[config.mk]
export PLATFORM = sky130hd
export DESIGN_NAME = demux_2bit_sel_buf
export DESIGN_NICKNAME = d
export VERILOG_FILES = /design/src/rtl/demux_2bit_sel_buf_pkg.sv /design/src/rtl/demux_slot.sv /design/src/rtl/demux_2bit_sel_buf.sv
export SDC_FILE = /design/constraint.sdc
export NUM_CORES = 1
export LEC_CHECK = 0
export BUFFER_PORTS_ARGS = -buffer_cell sky130_fd_sc_hd__clkbuf_2
export CAP_MARGIN = 20
export CORE_ASPECT_RATIO = 0.6
export CORE_UTILIZATION = 54
export CTS_CLUSTER_SIZE = 16
export DETAILED_ROUTE_END_ITERATION = 10
export PLACE_DENSITY = 0.92
export SYNTH_ARGS = -nofsm -noshare
export SYNTH_HDL_FRONTEND = slang
export SYNTH_SLANG_ARGS = --single-unit
export TNS_END_PERCENT = 1
[constraint.sdc]
create_clock -name CLK -period 4 [get_ports CLK]
set_clock_uncertainty 0.05 [all_clocks]
set_input_delay 0.2 -clock CLK [delete_from_list [all_inputs] [get_ports CLK]]
set_output_delay 0.2 -clock CLK [all_outputs]
set_load 0.005 [all_outputs]
[src/rtl/demux_2bit_sel_buf_pkg.sv]
// Shared constants for the 2-bit select demux slice.
// NUM_PORTS consumer ports, addressed by a SEL_W-bit select.
package demux_2bit_sel_buf_pkg;
  localparam int NUM_PORTS = 4;
  localparam int SEL_W     = 2;
endpackage

[src/rtl/demux_slot.sv]
// One-entry output slot: data register plus valid flag.
// load refills (wins over deliver), valid&ready drains.
module demux_slot #(
  parameter int WIDTH = 32
) (
  input  logic             CLK,
  input  logic             RST_N,
  input  logic             load,
  input  logic [WIDTH-1:0] din,
  input  logic             ready,
  output logic             valid,
  output logic [WIDTH-1:0] dout
);

  always_ff @(posedge CLK or negedge RST_N) begin
    if (!RST_N) begin
      valid <= 1'b0;
      dout  <= '0;
    end else if (load) begin
      valid <= 1'b1;
      dout  <= din;
    end else if (valid && ready) begin
      valid <= 1'b0;
    end
  end

endmodule

[src/rtl/demux_2bit_sel_buf.sv]
// Steers one producer stream to one of four buffered ports.
// Ports: CLK, RST_N, IN/sel/in_valid/in_ready, O0..O3/o_valid/o_ready.
module demux_2bit_sel_buf
  import demux_2bit_sel_buf_pkg::*;
#(
  parameter int WIDTH = 32
) (
  input  logic                 CLK,
  input  logic                 RST_N,
  input  logic [WIDTH-1:0]     IN,
  input  logic [SEL_W-1:0]     sel,
  input  logic                 in_valid,
  output logic                 in_ready,
  output logic [WIDTH-1:0]     O0,
  output logic [WIDTH-1:0]     O1,
  output logic [WIDTH-1:0]     O2,
  output logic [WIDTH-1:0]     O3,
  output logic [NUM_PORTS-1:0] o_valid,
  input  logic [NUM_PORTS-1:0] o_ready
);

  logic [NUM_PORTS-1:0] dec;
  logic [NUM_PORTS-1:0] load;
  logic                 acc;
  logic [WIDTH-1:0]     slot_q [NUM_PORTS];

  always_comb begin
    dec = '0;
    case (sel)
      2'd0: dec[0] = 1'b1;
      2'd1: dec[1] = 1'b1;
      2'd2: dec[2] = 1'b1;
      2'd3: dec[3] = 1'b1;
      default: dec = '0;
    endcase
  end

  // Target slot free now, or draining this cycle.
  assign in_ready = RST_N
                  & (~o_valid[sel] | o_ready[sel]);
  assign acc  = in_valid & in_ready;
  assign load = dec & {NUM_PORTS{acc}};

  for (genvar k = 0; k < NUM_PORTS; k++) begin : g_slot
    demux_slot #(
      .WIDTH(WIDTH)
    ) u_slot (
      .CLK  (CLK),
      .RST_N(RST_N),
      .load (load[k]),
      .din  (IN),
      .ready(o_ready[k]),
      .valid(o_valid[k]),
      .dout (slot_q[k])
    );
  end

  assign O0 = slot_q[0];
  assign O1 = slot_q[1];
  assign O2 = slot_q[2];
  assign O3 = slot_q[3];

endmodule

# After elaboration in Yosys (flattened, before gate mapping)
# Cells that the tools add are included.
# totals
ff_bits	132
input_bits	41
elab_cells	42
# op_classes
order_cmp	1
n_eq_ne	3
mux	16
bitwise	5
reduce_logical	9
# ops
operator	n
$mux W1	14
$reduce_bool A2 Y1	4
$and A4 B4 Y4	1
$bmux W1 S2	2
$eq A2 B2 Y1 const B	2
$logic_and A1 B1 Y1	4
$lt A2 B3 Y1 const B	1
$and A1 B1 Y1	2
$eq A2 B1 Y1 const B	1
$logic_not A2 Y1	1
$not A1 Y1	1
$or A1 B1 Y1	1

# Depth between registers and ports, before layout
# depth
ltp_word	8
depth_mapped	5

# By module
# From an unflattened synthesis, not the netlist that was laid out.
# unflattened
cells_unflattened	303
hier_area_um2	5619.1
# by_module_without_submodules
module	n_inst	cells_per_inst	area_per_inst_um2	seq_area_each_um2
demux_slot	4	71	1377.6	825.8
demux_2bit_sel_buf	1	19	108.9	0.0

# Worst setup path before layout
# OpenSTA, ideal clock, no wires.
# synth_path
kind	reg-to-reg
startpoint	register g_slot[2].u_slot.valid
endpoint	register g_slot[2].u_slot.dout[10]
setup_ps	125
arrival_time_ps	1320
required_ps	3825
path_slack_ps	2505
path_stages_with_launch	5
path_buffers	1
period_less_slack_ps	1495
path_cell_list	dfrtp_1 nor2b_1 nor3_4 buf_6 mux2_2
# synth_via
elab_chain_len	7
# synth_lines
item	line	rtl
from (decl)	demux_slot.sv:11	output logic valid,
from (signal assigned)	demux_slot.sv:17	valid <= 1'b0;
from (signal assigned)	demux_slot.sv:20	valid <= 1'b1;
from (signal assigned)	demux_slot.sv:23	valid <= 1'b0;
$bmux W1 S2	demux_2bit_sel_buf.sv:40	& (~o_valid[sel] | o_ready[sel]);
$mux W1 (not written as such)	demux_2bit_sel_buf.sv:40	
$not A1 Y1	demux_2bit_sel_buf.sv:40	
$or A1 B1 Y1	demux_2bit_sel_buf.sv:40	
$and A1 B1 Y1	demux_2bit_sel_buf.sv:40	
$and A1 B1 Y1	demux_2bit_sel_buf.sv:41	assign acc = in_valid & in_ready;
$and A4 B4 Y4	demux_2bit_sel_buf.sv:42	assign load = dec & {NUM_PORTS{acc}};
to (signal assigned)	demux_slot.sv:21	dout <= din;
to (decl)	demux_slot.sv:12	output logic [WIDTH-1:0] dout
# No other way between the ends. The select of a mux whose other input is x is not followed.
# A chain may end at the register's enable or synchronous reset.

# Worst setup path in the final report
# layout_path
startpoint	input port RST_N
endpoint	register g_slot[0].u_slot.dout[29]
# layout_via
elab_chain_len	3
# layout_lines
item	line	rtl
from (decl)	demux_2bit_sel_buf.sv:9	input logic RST_N,
$and A1 B1 Y1	demux_2bit_sel_buf.sv:40	
$and A1 B1 Y1	demux_2bit_sel_buf.sv:41	
$and A4 B4 Y4	demux_2bit_sel_buf.sv:42	
to (signal assigned)	demux_slot.sv:21	
to (decl)	demux_slot.sv:12	
# No other way between the ends.

==> metrics.cfg <==
[clocking]
clk_latency_ns = 0.40
cts_max_level = 4
cts_resized = 0
cts_buffers = 17
root_buffer = clkbuf_16
tritoncts = built
clk_pin_slew_ns = 0.05
clk_path_buf_depth = 2
clkSinkCount = 132

[synthesis]
synth_area_per_cell_um2 = 17.33
synthesis.area_um2 = 5181
ys_types = 23
synth_nets = 340
ys_seq_elements = 132
ys_seq_area_frac = 0.6375
ys_warn_count = 0
syn_inst = 299

[critical_path]
start_kind = primary input
path_class = primary input to register
worstPathCellList = dlygate4sd3_1, buf_4, and2_4, nand3_2, mux2_2
crit_fanout = 33
worstPathArrival_ns = 2.45
crit_path_end_kind = register
cpPeakStageDelay_ns = 0.78
crit_slowest_cell = nand3_2
cp.required_ns = 4.22

[global_routing]
use_met1 = 0.3080
grt_pass1_vias = 3294
grt_use_met3 = 0.08414
grt_use_met2 = 0.3908
globalRouteOverflowTotal = 0
antenna_found_initial = 0
grt_max_degree = 68
grt_pass1_wl_um = 17770
top_usage_layer = met2
grt_use_total = 0.2408

[drt]
drt-initial-drc-count = 113
via_count = 3177
avgViaCountPerCell = 5.116
routedWlPerCell_um = 18.22
drc = 0
ant_nets = 0
drtPass1Iterations = 4
totalWireLength_um = 11310

[power_and_ir_drop]
leakagePower_nw = 3.337
power_density_nw_per_um2 = 616.7
irDropWorstVdd_mv = 0.3733
totalPowerFinal_mw = 4.138

[timing]
holdWs_ns = 0.01691
hold_violations = 0
post-route-period-util = 0.5559
min_period_ns = 2.224
worst_pin_slew_ns = 1.042
setup_ws_ns = 1.776
finalMaxSlewViolations = 0
relSlewSlack = 0.3048
fmax_ghz = 0.4497
fin_setup_tns_ns = 0
finalSetupViolations = 0
grt_setup_unrepaired = no

[run]
drv_cap = 0

[die]
die-area_um2 = 10000
die_y_um = 77.88
start_util = 0.5597
die_w_um = 128.5
num_rows = 27
core_area_um2 = 9256
ioPinCount = 174

[cells_and_area]
most-common-layout-cells = clkbuf_2 (172), dfrtp_1 (132), mux2_2 (99)
multi_input_comb_area_um2 = 1699
fin_util = 0.7249
area_growth_pct = 29.51
nFillCells = 633
final_common_cell = clkbuf_2
drive_above_1_share = 0.6904
fin_nets = 519
insertedDiodeCount = 0
seqCellArea_um2 = 3303

[placed_design]
place_hpwl_um = 7771
gp_congestion = 0.7295
io_buffers = 173
pre_cts_slack_ns = 1.847

[status]
status = complete, no violations

[min_path]
holdCritPathClass = primary input to register

-- final cells by class --
class,instances,area share
Inverter,1,0.0005594
Clock inverter,10,0.02331
Tap cell,130,0.02424
Clock buffer,22,0.06619
Multi-Input combinational cell,147,0.2532
Sequential cell,132,0.4923
Timing Repair Buffer,179,0.1402
-- kinds of logic after synthesis --
logic type,after synthesis,share of synthesized area
flops,132,0.6375
mux,129,0.3011
buf+inv,20,0.03477
simple gates,15,0.02246
compound gates,3,0.004105
-- registers in the layout, indices dropped and copies added (netlist names) --
name	flops
g_slot.u_slot.valid	4
g_slot.u_slot.dout	128
-- layer usage --
layer | wire (µm) | vias to the layer above
met5 | 0 | -
met4 | 113 | 0
met3 | 735 | 12
met2 | 5419 | 125
met1 | 5045 | 1624
li1 | - | 1416
-- critical path: cells and delay by family --
kind                   cells  cell delay [ns]
buffers and inverters      2             0.67
muxes                      1             0.61
and+or+nand+nor            2             0.94
-- synthesized netlist by cell type, drive strengths merged --
| master | count | area (µm²) |
|---|---|---|
| nand4 | 1 | 12.51 |
| mux2 | 128 | 1550 |
| nand3 | 2 | 15.01 |
| and2 | 1 | 8.760 |
| o311ai | 1 | 8.760 |
| inv | 1 | 3.750 |
| nor2b | 1 | 6.260 |
| or2 | 1 | 6.260 |
| a21o | 1 | 7.510 |
| mux2i | 1 | 10.01 |
| dfrtp | 132 | 3303 |
| nand4bb | 1 | 11.26 |
| and4b | 1 | 10.01 |
| nor3 | 1 | 16.27 |
| nor2 | 1 | 3.750 |
| a21oi | 1 | 5.000 |
| nand2b | 3 | 18.77 |
| nand2 | 2 | 7.510 |
| buf | 19 | 176.4 |
-- path summary, 6_finish.rpt --
| check | start | endpoint | slack (ns) | cells past startpoint |
|---|---|---|---|---|
| max | RST_N | g_slot[0].u_slot.dout[29] | 1.78 | 5 |
| min | o_ready[1] | g_slot[1].u_slot.valid | 0.02 | 3 |
| max reg2reg | g_slot[0].u_slot.valid | g_slot[0].u_slot.dout[29] | 1.85 | 3 |
| min reg2reg | g_slot[0].u_slot.dout[22] | g_slot[0].u_slot.dout[22] | 0.45 | 1 |
| max in group asynchronous | RST_N | g_slot[1].u_slot.dout[3] | 2.05 | 4 |
| min in group asynchronous | RST_N | g_slot[2].u_slot.valid | 0.11 | 2 |
-- per-stage QoR --
step / cells / cell area [µm²]
3_5_place_dp: 587 / 6080
3_3_place_gp: 587 / 6080
5_1_grt: 621 / 6710
2_1_floorplan: 299 / 5181
6_report: 621 / 6710
4_1_cts: 620 / 6690
-- power by group --
part / switching (mW) / total [mW] / internal (mW)
Combinational: 0.298 / 0.763 / 0.465
Sequential: 0.171 / 1.80 / 1.63
Clock: 0.533 / 1.57 / 1.04
-- what timing repair did --
action                     CTS  global route
setup buffers                0             0
hold buffers                 1             0
setup endpoints to repair    0             0
hold endpoints to repair     1             0
No activity file was read; power rests on OpenSTA's default activity.
